--- config.mk ---
export PLATFORM = sky130hd
export DESIGN_NAME = usr_serial_tx
export DESIGN_NICKNAME = d
export VERILOG_FILES = /design/src/rtl/usr_pkg.sv /design/src/rtl/usr_serial_tx.sv
export SDC_FILE = /design/constraint.sdc
export NUM_CORES = 1
export LEC_CHECK = 0
export ABC_AREA = 1
export BUFFER_PORTS_ARGS = -buffer_cell sky130_fd_sc_hd__buf_2
export CAP_MARGIN = 40
export CORE_AREA = 2 2 39 41
export CTS_CLUSTER_DIAMETER = 100
export DETAILED_ROUTE_END_ITERATION = 7
export DIE_AREA = 0 0 41 43
export REMOVE_ABC_BUFFERS = 1
export SYNTH_ARGS = -nofsm -noshare
export SYNTH_HDL_FRONTEND = slang
export SYNTH_SLANG_ARGS = --single-unit
--- constraint.sdc ---
create_clock -name clock -period 1.15 [get_ports clock]
set_input_delay 0.23 -clock clock [delete_from_list [all_inputs] [get_ports clock]]
set_output_delay 0.23 -clock clock [all_outputs]
set_load 0.02 [all_outputs]
--- src/rtl/usr_pkg.sv ---
// Shared types and constants for the universal shift register family.
package usr_pkg;

  typedef enum logic [0:0] {
    TX_IDLE  = 1'b0,
    TX_SHIFT = 1'b1
  } tx_state_t;

  // Receiver mode encodings, used when looping the transmitter back into a shift register.
  localparam logic [1:0] MODE_LOCK = 2'b00;
  localparam logic [1:0] MODE_SHR  = 2'b01;
  localparam logic [1:0] MODE_SHL  = 2'b10;
  localparam logic [1:0] MODE_LOAD = 2'b11;

endpackage : usr_pkg

--- src/rtl/usr_serial_tx.sv ---
// Parallel-in, serial-out transmitter: accepts a word on LOAD/READY and shifts it out
// one bit per clock with an SVALID strobe; HOLD freezes the frame in place.
module usr_serial_tx
  import usr_pkg::*;
#(
  parameter int unsigned WIDTH     = 4,
  parameter bit          LSB_FIRST = 1'b1
) (
  input  logic             clock,
  input  logic             reset,
  input  logic [WIDTH-1:0] DATAIN,
  input  logic             LOAD,
  output logic             READY,
  input  logic             HOLD,
  output logic             SDATA,
  output logic             SVALID,
  output logic             BUSY,
  output logic             TXDONE
);

  localparam int unsigned CW = (WIDTH > 1) ? $clog2(WIDTH) : 1;

  tx_state_t        state_q, state_d;
  logic [WIDTH-1:0] shreg_q, shreg_d;
  logic [CW-1:0]    count_q, count_d;
  logic             txdone_q, txdone_d;
  logic             last_bit_c;

  always_ff @(posedge clock or negedge reset) begin
    if (!reset) begin
      state_q  <= TX_IDLE;
      shreg_q  <= '0;
      count_q  <= '0;
      txdone_q <= 1'b0;
    end else begin
      state_q  <= state_d;
      shreg_q  <= shreg_d;
      count_q  <= count_d;
      txdone_q <= txdone_d;
    end
  end

  // Last bit of the frame is being consumed this cycle.
  assign last_bit_c = (state_q == TX_SHIFT) && (count_q == '0) && !HOLD;

  always_comb begin
    state_d  = state_q;
    shreg_d  = shreg_q;
    count_d  = count_q;
    txdone_d = 1'b0;
    unique case (state_q)
      TX_IDLE: begin
        if (LOAD) begin
          shreg_d = DATAIN;
          count_d = CW'(WIDTH - 1);
          state_d = TX_SHIFT;
        end
      end
      TX_SHIFT: begin
        if (!HOLD) begin
          if (count_q != '0) begin
            if (LSB_FIRST) shreg_d = {1'b0, shreg_q[WIDTH-1:1]};
            else           shreg_d = {shreg_q[WIDTH-2:0], 1'b0};
            count_d = count_q - CW'(1);
          end else begin
            txdone_d = 1'b1;
            // Back-to-back accept keeps SVALID gapless across frames.
            if (LOAD) begin
              shreg_d = DATAIN;
              count_d = CW'(WIDTH - 1);
            end else begin
              state_d = TX_IDLE;
            end
          end
        end
      end
      default: state_d = TX_IDLE;
    endcase
  end

  assign SDATA  = LSB_FIRST ? shreg_q[0] : shreg_q[WIDTH-1];
  assign BUSY   = (state_q == TX_SHIFT);
  assign SVALID = (state_q == TX_SHIFT) && !HOLD;
  assign READY  = (state_q == TX_IDLE) || last_bit_c;
  assign TXDONE = txdone_q;

endmodule : usr_serial_tx

==> metrics, run 1 <==
top cells by area in the synthesized netlist sky130_fd_sc_hd__dfrtp_1, sky130_fd_sc_hd__nand2_1, sky130_fd_sc_hd__inv_1; count of different cell masters after synthesis 15; leading cell type in the layout, fill and taps excluded sky130_fd_sc_hd__nand2_1; CP Capture Type output pin; final routed DRC violation total 0; wire per inst 9.71 µm; pin count of the biggest net entering global routing 11; CP Class register to output pin; Final Slew Violations 0; hold_sp HOLD; placement row count 14; first-pass GRT wire length 1580 µm; launch point of the worst reg-to-reg path BUSY; number of setup violations in the final report 2; instance count of the mapped netlist 68; GRT overflow 0; Post-Syn Area per Cell 6.96 µm²; share of final-layout standard cells stronger than drive strength 1 0.419; Yosys top cell area share 0.423; clock tree from TritonCTS built; Power per Cell Area 2400 nW/µm²; cell count of the worst reg-to-reg path 7; path class of the lowest-slack min-delay path input pin to register; leakage between 0.3 and 0.4 nW; number of register bits inferred by synthesis 8; minimum hold slack 0.183 ns; Reg-to-Reg End shreg_q[2]; Hold Fails Final Rpt 0; initial core utilization 0.342; buffer cell driving the clock tree root sky130_fd_sc_hd__clkbuf_4; maximum fanout count along the critical path 2; sequential fraction of the synthesis area 0.423; number of global-route vias before repair 431; Final Non-Filler Cells 109; actual transition at the worst max-transition pin 0.184 ns; number of cells on the worst hold path 2; total of warnings raised by yosys 0; Worst Path Required 0.92 ns; ant diodes 0; antenna-violating nets left 0; max_cap viols 0; HPWL after DPL 726 µm; worst vdd rail ir drop 0.717 mV; Die ar. 1760 µm²; most frequent cells in the layout sky130_fd_sc_hd__nand2_1, sky130_fd_sc_hd__buf_4, sky130_fd_sc_hd__buf_2; post-route fraction of the period consumed by the critical path 1.13; setup_tns -0.204 ns; Die Width 41 µm; Port Buffers 12; Worst slew margin 0.876; total number of vias 479; # clock sinks 8; antenna violations before repair 0; worst skew pair latency 0.25 ns; Worst R2R Setup Slack roughly 0.02 ns; hold worst-path end TXDONE; TritonCTS buffer count 3; last weighted congestion value of the routability-driven placer roughly 0.7; setup repair after global routing missed its margin yes; post-route clock skew 0.00454 ns; outcome complete, but fails checks; count of boundary I/O pins 13; Iter 0 DRT Violations 6; highest achievable clock rate between 700 and 800 MHz; synthesis-to-layout area growth 43.7%; worst path setup slack after routing -0.147 ns; post-layout utilization of the core 0.491; startpoint kind of the worst setup timing path register; aggregate routed wire length about 1100 µm; Initial DRT Pass Iterations 4; minimum clock period 1.30 ns; post-place setup slack 0.0463 ns; maximum number of buffers from clock root to sink 2; violations in the final reports setup timing; dominant cell type by area after synthesis sky130_fd_sc_hd__dfrtp_1; net count reported at finish 103; Clock transition at path regs 0.05 ns; CP Data Arrival Time ~1.1 ns; Vias/cell 4.39; count of placed standard cells including taps 99; global-route usage over all layers 0.137; area of the placeable core 1380 µm²; die span in y 43 µm; combined area of all synthesized cells 473 µm²; CTS HTree Levels 1
## metrics by stage
stage | cell area, µm² | power, W
floorplan | 465 | 0.000978
global placement | 576 | 0.00120
detailed placement | 576 | 0.00121
CTS | 667 | 0.00160
global route | 679 | 0.00179
finish | 679 | 0.00163
## sequential cells by signal, indices dropped and copies added, names as in the netlist
signal,cells
BUSY,1
TXDONE,1
shreg_q,4
count_q,2
## layer usage
layer  vias to the layer above  GRT usage  part of all wire
met3                         2     0.0314             0.043
li1                        255          -                 -
met4                         0      0.100             0.013
met5                         -          0                 0
met2                        10      0.222              0.51
met1                       212      0.141              0.43
## synth_stat cells (all sizes together)
library cell  number
buf                1
o21ai              4
nand2             27
nor2              10
inv               11
nand3              4
a21boi             1
dfrtp              8
clkinv             1
nor3               1
## worst max-delay path, cell delays in order, from the launching register on
cell and delay, ns:
sky130_fd_sc_hd__dfrtp_1 0.38, sky130_fd_sc_hd__nor2_2 0.15, sky130_fd_sc_hd__nor2_4 0.06, sky130_fd_sc_hd__nor2_4 0.11, sky130_fd_sc_hd__buf_6 0.12
## power breakdown
group / switching, W / total [W] / internal (W)
sequential: 0.0000626 / 0.000461 / 0.000398
clock: 0.0000946 / 0.000214 / 0.000119
combinational: 0.000527 / 0.000956 / 0.000429
total: 0.000684 / 0.00163 / 0.000947
## cell type report
cell class / instances / area (µm²)
Fill cell: 142 / 704
Multi-Input combinational cell: 47 / 233
Sequential cell: 8 / 200
Timing Repair Buffer: 23 / 154
Inverter: 12 / 50.0
Clock buffer: 3 / 22.5
Tap cell: 16 / 20.0
## how the worst max path moves through the flow
stage,from,slack (ns),to
after floorplan,BUSY,-0.03,READY
after global placement,count_q[1],0.06,READY
after detailed placement,count_q[1],0.05,READY
after CTS,count_q[0],-0.17,READY
after global routing,BUSY,-0.21,READY
final,count_q[0],-0.15,READY
## what timing repair did
item / CTS / global route
pin swaps: 6 / 4
setup endpoints to repair: 2 / 7
endpoints found under the hold margin: 8 / 0
setup buffers: 6 / 2
hold buffers: 1 / 0
resized for setup: 5 / 5
## logic make-up (layout without fill, tap and decap cells)
family	after synthesis	count (layout)	synth area share
AND/OR/NAND/NOR	42	42	0.389
buffers and inverters	13	38	0.122
flip-flops	8	8	0.423
AO/OA/AOI/OAI	5	5	0.0661
Note: power is estimated with default switching activity, not from simulation.
==> run 2: changes to the inputs <==
--- a/config.mk
+++ b/config.mk
@@ -5,7 +5,6 @@
 export SDC_FILE = /design/constraint.sdc
 export NUM_CORES = 1
 export LEC_CHECK = 0
-export ABC_AREA = 1
 export BUFFER_PORTS_ARGS = -buffer_cell sky130_fd_sc_hd__buf_2
 export CAP_MARGIN = 40
 export CORE_AREA = 2 2 39 41
==> run 2 against run 1 <==
The flow still finishes with violations (setup timing); clock-buffer cell count unchanged; via count down 16%; sequential power up 2%; critical endpoint unchanged; flip-flop and latch count unchanged; die area unchanged; total power up 5.5%; cell count down 21%; sequential share of layout area down 1.0 points; critical path type unchanged; worst setup slack worse by 0.11 ns; clock power about the same.
==> metrics, run 2 <==
wire per inst 11.9 µm (+23%); count of placed standard cells including taps 77 (-22%); antenna-violating nets left 0 (unchanged); worst-path cell with the longest stage delay sky130_fd_sc_hd__or3_4; # clock sinks 8 (unchanged); worst vdd rail ir drop 0.735 mV (+2.5%); Bufs and invs on worst path 1 (unchanged); worst skew pair latency 0.25 ns (about the same); path class of the lowest-slack min-delay path input pin to register; Clock transition at path regs 0.06 ns (about the same); CP Capture Type output pin; Die Width 41 µm (unchanged); leakage 0.349 nW (-12%); placed cell areas 567 µm² (-1.5%); last weighted congestion value of the routability-driven placer 0.697 (-2.2%); registers with the most flip-flops shreg_q (4), count_q (2); cell count of the worst reg-to-reg path 4 (-3); total number of vias 402 (-16%); Reg-to-Reg End shreg_q[3]; Yosys top cell area share 0.495 (+0.0721); max_cap viols 0 (unchanged); count of different cell masters after synthesis 19 (+4); global-route usage over all layers 0.147 (+0.0104); area of the placeable core 1380 µm² (unchanged); Power per Cell Area 2450 nW/µm² (+2.0%); fraction of synthesis flops using an asynchronous set or reset pin 1.00 (unchanged); number of register bits inferred by synthesis 8 (unchanged); post-route clock skew 0.0109 ns (+0.00637 ns); Port Buffers 12 (unchanged); maximum fanout count along the critical path 2 (unchanged); buffer cell driving the clock tree root sky130_fd_sc_hd__clkbuf_4; clock tree from TritonCTS built; pin count of the biggest net entering global routing 9 (-2); dominant cell type by area after synthesis sky130_fd_sc_hd__dfrtp_1; CP Data Arrival Time 1.18 ns (+0.11 ns); Initial DRT Pass Iterations 3 (-1); outcome complete, but fails checks; post-layout utilization of the core 0.508 (+0.0172); violations in the final reports setup timing; startpoint kind of the worst setup timing path register; Die ar. 1760 µm² (unchanged); Post-Syn Area per Cell 10.6 µm² (+53%); HPWL after DPL 718 µm (-1.1%); total of warnings raised by yosys 0 (unchanged); GRT overflow 0 (unchanged); instance count of the mapped netlist 38 (-44%); Worst Path Required 0.92 ns (about the same); post-route fraction of the period consumed by the critical path 1.22 (+0.0942); post-route cell area 703 µm² (+3.5%); count of boundary I/O pins 13 (unchanged); synthesis-to-layout area growth 74.0%; Critical Path Sink READY; most frequent cells in the layout sky130_fd_sc_hd__buf_4, sky130_fd_sc_hd__buf_2, sky130_fd_sc_hd__dfrtp_1; antenna violations before repair 0 (unchanged); worst path setup slack after routing -0.255 ns (-0.108 ns); number of setup violations in the final report 8 (+6); final routed DRC violation total 0 (unchanged); placement row count 14 (unchanged); Iter 0 DRT Violations 2 (-4); EDFF count, synth 0 (unchanged); overall power 0.00172 W (+5.5%); highest achievable clock rate 712 MHz (-7.7%); CTS HTree Levels 1 (unchanged); Final Slew Violations 0 (unchanged); Worst slew margin 0.889 (+0.0131); TritonCTS buffer count 3 (unchanged); most instantiated flip-flop cell in the synthesis netlist sky130_fd_sc_hd__dfrtp_1; setup repair after global routing missed its margin yes; initial core utilization 0.292 (-0.0497); ant diodes 0 (unchanged); Hold Fails Final Rpt 0 (unchanged); Worst R2R Setup Slack -0.20 ns (-0.22 ns); cell family with most CP delay simple AND/OR/NAND/NOR gates; number of global-route vias before repair 396 (-8.1%); combined area of all synthesized cells 404 µm² (-15%); aggregate routed wire length 1030 µm (-3.0%); most repeated cell in the gate-level netlist after synthesis sky130_fd_sc_hd__dfrtp_1; maximum number of buffers from clock root to sink 2 (unchanged); die span in y 43 µm (unchanged); critical path's largest stage delay 0.38 ns (about the same); worst-path cell chain or3_4, nand2_4, buf_6; top cells by area in the synthesized netlist sky130_fd_sc_hd__dfrtp_1, sky130_fd_sc_hd__mux2i_1, sky130_fd_sc_hd__a2bb2oi_1; share of final-layout standard cells stronger than drive strength 1 0.571 (+0.152); Vias/cell 4.67 (+6.4%); launch point of the worst reg-to-reg path count_q[0]; minimum clock period 1.41 ns (+0.108 ns); register with the most flip-flops shreg_q; sequential fraction of the synthesis area 0.495 (+0.0721); WP depth 3 (-1); Worst Setup SP count_q[0]; actual transition at the worst max-transition pin 0.161 ns (-0.0223 ns); CP Class register to output pin; leading cell type in the layout, fill and taps excluded sky130_fd_sc_hd__buf_4; number of flip-flops under the largest register name 4 (unchanged); net count reported at finish 80 (-22%); Final Non-Filler Cells 86 (-21%); first-pass GRT wire length 1640 µm (+3.9%)
[run 2: logic make-up (layout without fill, tap and decap cells)]
kind of cell / Yosys count / count (layout) / share of synthesized area
flip-flops: 8 / 8 / 0.495
AO/OA/AOI/OAI: 12 / 12 / 0.223
XOR/XNOR: 1 / 1 / 0.0217
AND/OR/NAND/NOR: 11 / 11 / 0.149
multiplexers: 3 / 3 / 0.0743
buffers and inverters: 3 / 35 / 0.0372
[run 2: metrics by stage]
step	TNS (ns)	setup slack (ns)	hold slack [ns]
2_1_floorplan	-0.776	-0.173	-0.0656
6_report	-0.965	-0.255	0.254
5_1_grt	-1.35	-0.298	0.262
4_1_cts	-0.978	-0.274	0.235
3_5_place_dp	-0.340	-0.0884	0.0801
3_3_place_gp	-0.298	-0.0790	0.0770
[run 2: worst min-delay path by stage]
stage	start	endpoint	slack, ns	cells after the start
floorplan	reset	BUSY	-0.07	0
detailed placement	reset	TXDONE	0.08	1
global route	LOAD	BUSY	0.26	3
global placement	reset	BUSY	0.08	1
CTS	LOAD	BUSY	0.23	3
finish	LOAD	BUSY	0.25	3
[run 2: area by class of cell]
type	count	area, µm²
Clock buffer	3	22.5
Fill cell	119	681
Inverter	2	7.51
Multi-Input combinational cell	27	231
Sequential cell	8	200
Tap cell	16	20.0
Timing Repair Buffer	30	221
[run 2: timing repair]
item | 4_1_cts | 5_1_grt
pin swaps | 6 | 4
endpoints found under the hold margin | 8 | 0
gates resized for setup | 11 | 6
hold buffers | 1 | 0
buffers inserted | 5 | 0
endpoints found under the setup margin | 7 | 9
[run 2: power breakdown]
group | leakage (nW) | internal, W | switching, W | total, W
logic | 0.241 | 0.000586 | 0.000457 | 0.00104
registers | 0.0948 | 0.000400 | 0.0000679 | 0.000468
clock network | 0.0138 | 0.000119 | 0.0000915 | 0.000211
[run 2: per-layer routing]
metal | wire length, µm | track usage | up-vias | share of wire
li1 | - | - | 201 | -
met1 | 438 | 0.159 | 192 | 0.43
met2 | 542 | 0.228 | 7 | 0.53
met3 | 31 | 0.0471 | 2 | 0.030
met4 | 14 | 0.100 | 0 | 0.014
met5 | 0 | 0 | - | 0
[run 2: worst min-delay path, cell delays in order]
cell	delay [ns]
sky130_fd_sc_hd__buf_2	0.13
sky130_fd_sc_hd__inv_1	0.06
sky130_fd_sc_hd__nand2_1	0.06
==> run 3: changes to the inputs <==
--- a/config.mk
+++ b/config.mk
@@ -11,6 +11,7 @@
 export CTS_CLUSTER_DIAMETER = 100
 export DETAILED_ROUTE_END_ITERATION = 7
 export DIE_AREA = 0 0 41 43
+export PLACE_DENSITY_LB_ADDON = 0.2
 export REMOVE_ABC_BUFFERS = 1
 export SYNTH_ARGS = -nofsm -noshare
 export SYNTH_HDL_FRONTEND = slang
==> run 3 against run 2 <==
The flow still finishes with violations (setup timing); clock power is essentially flat; routed wire length grew 5.1%; maximum frequency shrank 0.89%; global-route usage grew 0.37 points; cell count is the same; flip-flop and latch count is the same; die area is the same; first-iteration DRC count is the same; worst setup slack lost 0.013 ns; sequential share of layout area shrank 1.3 points.
==> metrics, run 3 (same netlist as run 2, synthesis figures left out) <==
synthesis-to-layout area growth 83.3%; Worst R2R Setup Slack -0.17 ns (+0.03 ns); minimum clock period 1.42 ns (+0.0125 ns); launch point of the worst reg-to-reg path count_q[1]; global-route usage over all layers 0.151 (+0.00375); clock network fraction of total power 0.114 (-0.008); part of the power in combinational logic 0.621 (+0.015); Hold Fails Final Rpt 0 (unchanged); placement row count 14 (unchanged); number of setup violations in the final report 9 (+1); overall power 0.00184 W (+7.1%); HPWL after DPL 710 µm (-1.1%); ant diodes 0 (unchanged); share of final-layout standard cells stronger than drive strength 1 0.600 (+0.0286); Worst Setup SP count_q[1]; highest achievable clock rate 705 MHz (-0.89%); number of global-route vias before repair 381 (-3.8%); post-route clock skew 0.00909 ns (-0.00182 ns); worst vdd rail ir drop 1.21 mV (+64%); number of inserted filler cells in the final layout 129 (+8.4%); path class of the lowest-slack min-delay path input pin to register; startpoint kind of the worst setup timing path register; post-layout utilization of the core 0.535 (+0.0271); Clock transition at path regs 0.06 ns (about the same); wire per inst 12.5 µm (+5.1%); leading cell type in the layout, fill and taps excluded sky130_fd_sc_hd__buf_4; pin count of the biggest net entering global routing 9 (unchanged); violations in the final reports setup timing; Port Buffers 12 (unchanged); Die Width 41 µm (unchanged); TritonCTS buffer count 3 (unchanged); switching part of the total 0.361 (+0.00279); placed cell areas 567 µm² (unchanged); Worst Path Required 0.92 ns (about the same); maximum number of buffers from clock root to sink 2 (unchanged); initial core utilization 0.292 (unchanged); Power per Cell Area 2490 nW/µm² (+1.7%); clock tree from TritonCTS built; post-route cell area 741 µm² (+5.3%); CTS HTree Levels 1 (unchanged); worst path setup slack after routing -0.268 ns (-0.0125 ns); sequential standard cell area 201 µm² (+0.62%); post-route fraction of the period consumed by the critical path 1.23 (+0.0109); GRT overflow 0 (unchanged); antenna violations before repair 0 (unchanged); first-pass GRT wire length 1690 µm (+2.9%); maximum fanout count along the critical path 2 (unchanged); actual transition at the worst max-transition pin 0.309 ns (+0.148 ns); Die ar. 1760 µm² (unchanged); number of flip-flops under the largest register name 4 (unchanged); Final Slew Violations 0 (unchanged); sequential share of power 0.264 (-0.008); Final Non-Filler Cells 86 (unchanged); # clock sinks 8 (unchanged); leakage 0.355 nW (+1.6%); antenna-violating nets left 0 (unchanged); area of the placeable core 1380 µm² (unchanged); count of placed standard cells including taps 77 (unchanged); Vias/cell 4.76 (+1.7%); buffer cell driving the clock tree root sky130_fd_sc_hd__clkbuf_4; registers with the most flip-flops shreg_q (4), count_q (2); die span in y 43 µm (unchanged); Int Power 0.00118 W (+6.6%); count of boundary I/O pins 13 (unchanged); reported net switching power 0.000665 W (+7.9%); max_cap viols 0 (unchanged); aggregate routed wire length 1080 µm (+5.1%); setup repair after global routing missed its margin yes; cell count of the worst reg-to-reg path 4 (unchanged); Worst slew margin 0.792 (-0.0978); last weighted congestion value of the routability-driven placer 0.713 (+2.3%); outcome complete, but fails checks; CP Class register to output pin; final routed DRC violation total 0 (unchanged); worst skew pair latency 0.25 ns (about the same); total area of multi-input combinational cells 254 µm² (+9.7%); net count reported at finish 80 (unchanged); register with the most flip-flops shreg_q; Initial DRT Pass Iterations 2 (-1); total number of vias 409 (+1.7%); CP Capture Type output pin; Reg-to-Reg End shreg_q[3]; Critical Path Sink READY; most frequent cells in the layout sky130_fd_sc_hd__buf_4, sky130_fd_sc_hd__buf_2, sky130_fd_sc_hd__buf_6; Iter 0 DRT Violations 2 (unchanged); setup_tns -1.11 ns (-0.149 ns); CP Data Arrival Time 1.19 ns (about the same)
## run 3: power by group through the flow
stage               sequential, W  combinational, W  clock (W)
finish                   0.000487           0.00114   0.000211
global route             0.000505           0.00122   0.000239
CTS                      0.000467          0.000959   0.000220
detailed placement       0.000474          0.000745          0
global placement         0.000469          0.000739          0
floorplan                0.000531          0.000342          0
## run 3: final cells by class
cell class,instances,area share
Multi-Input combinational cell,27,0.343
Clock buffer,3,0.0304
Timing Repair Buffer,30,0.318
Inverter,2,0.0101
Sequential cell,8,0.272
Tap cell,16,0.0270
## run 3: metrics by stage
| stage | worst slack (ns) | hold slack [ns] |
|---|---|---|
| after global placement | -0.0721 | 0.0795 |
| after detailed placement | -0.0847 | 0.0804 |
| after global routing | -0.303 | 0.253 |
| final | -0.268 | 0.247 |
| after CTS | -0.271 | 0.245 |
| after floorplan | -0.173 | -0.0656 |
## run 3: repair_timing
action	4_1_cts	5_1_grt
buffers inserted	4	2
gates resized for setup	15	10
endpoints found under the hold margin	8	0
pin swaps	5	4
hold buffers	1	0
endpoints found under the setup margin	8	10
## run 3: worst min-delay path by stage
| stage | start | end | cells after the start |
|---|---|---|---|
| 3_5_place_dp | reset | shreg_q[2] | 1 |
| 3_3_place_gp | reset | shreg_q[2] | 1 |
| 6_report | LOAD | BUSY | 3 |
| 4_1_cts | LOAD | BUSY | 3 |
| 5_1_grt | LOAD | BUSY | 3 |
| 2_1_floorplan | reset | BUSY | 0 |
## run 3: worst max-delay path, stage by stage (launching register included)
cell	delay, ns
sky130_fd_sc_hd__dfrtp_1	0.37
sky130_fd_sc_hd__or3_4	0.39
sky130_fd_sc_hd__nand2_4	0.07
sky130_fd_sc_hd__buf_6	0.11
## run 3: layer usage
layer / routed length (µm) / global-route usage / vias to the layer above / part of all wire
li1: - / - / 200 / -
met1: 496 / 0.204 / 200 / 0.46
met2: 531 / 0.197 / 7 / 0.49
met3: 41 / 0.0785 / 2 / 0.038
met4: 8 / 0.0600 / 0 / 0.0074
met5: 0 / 0 / - / 0
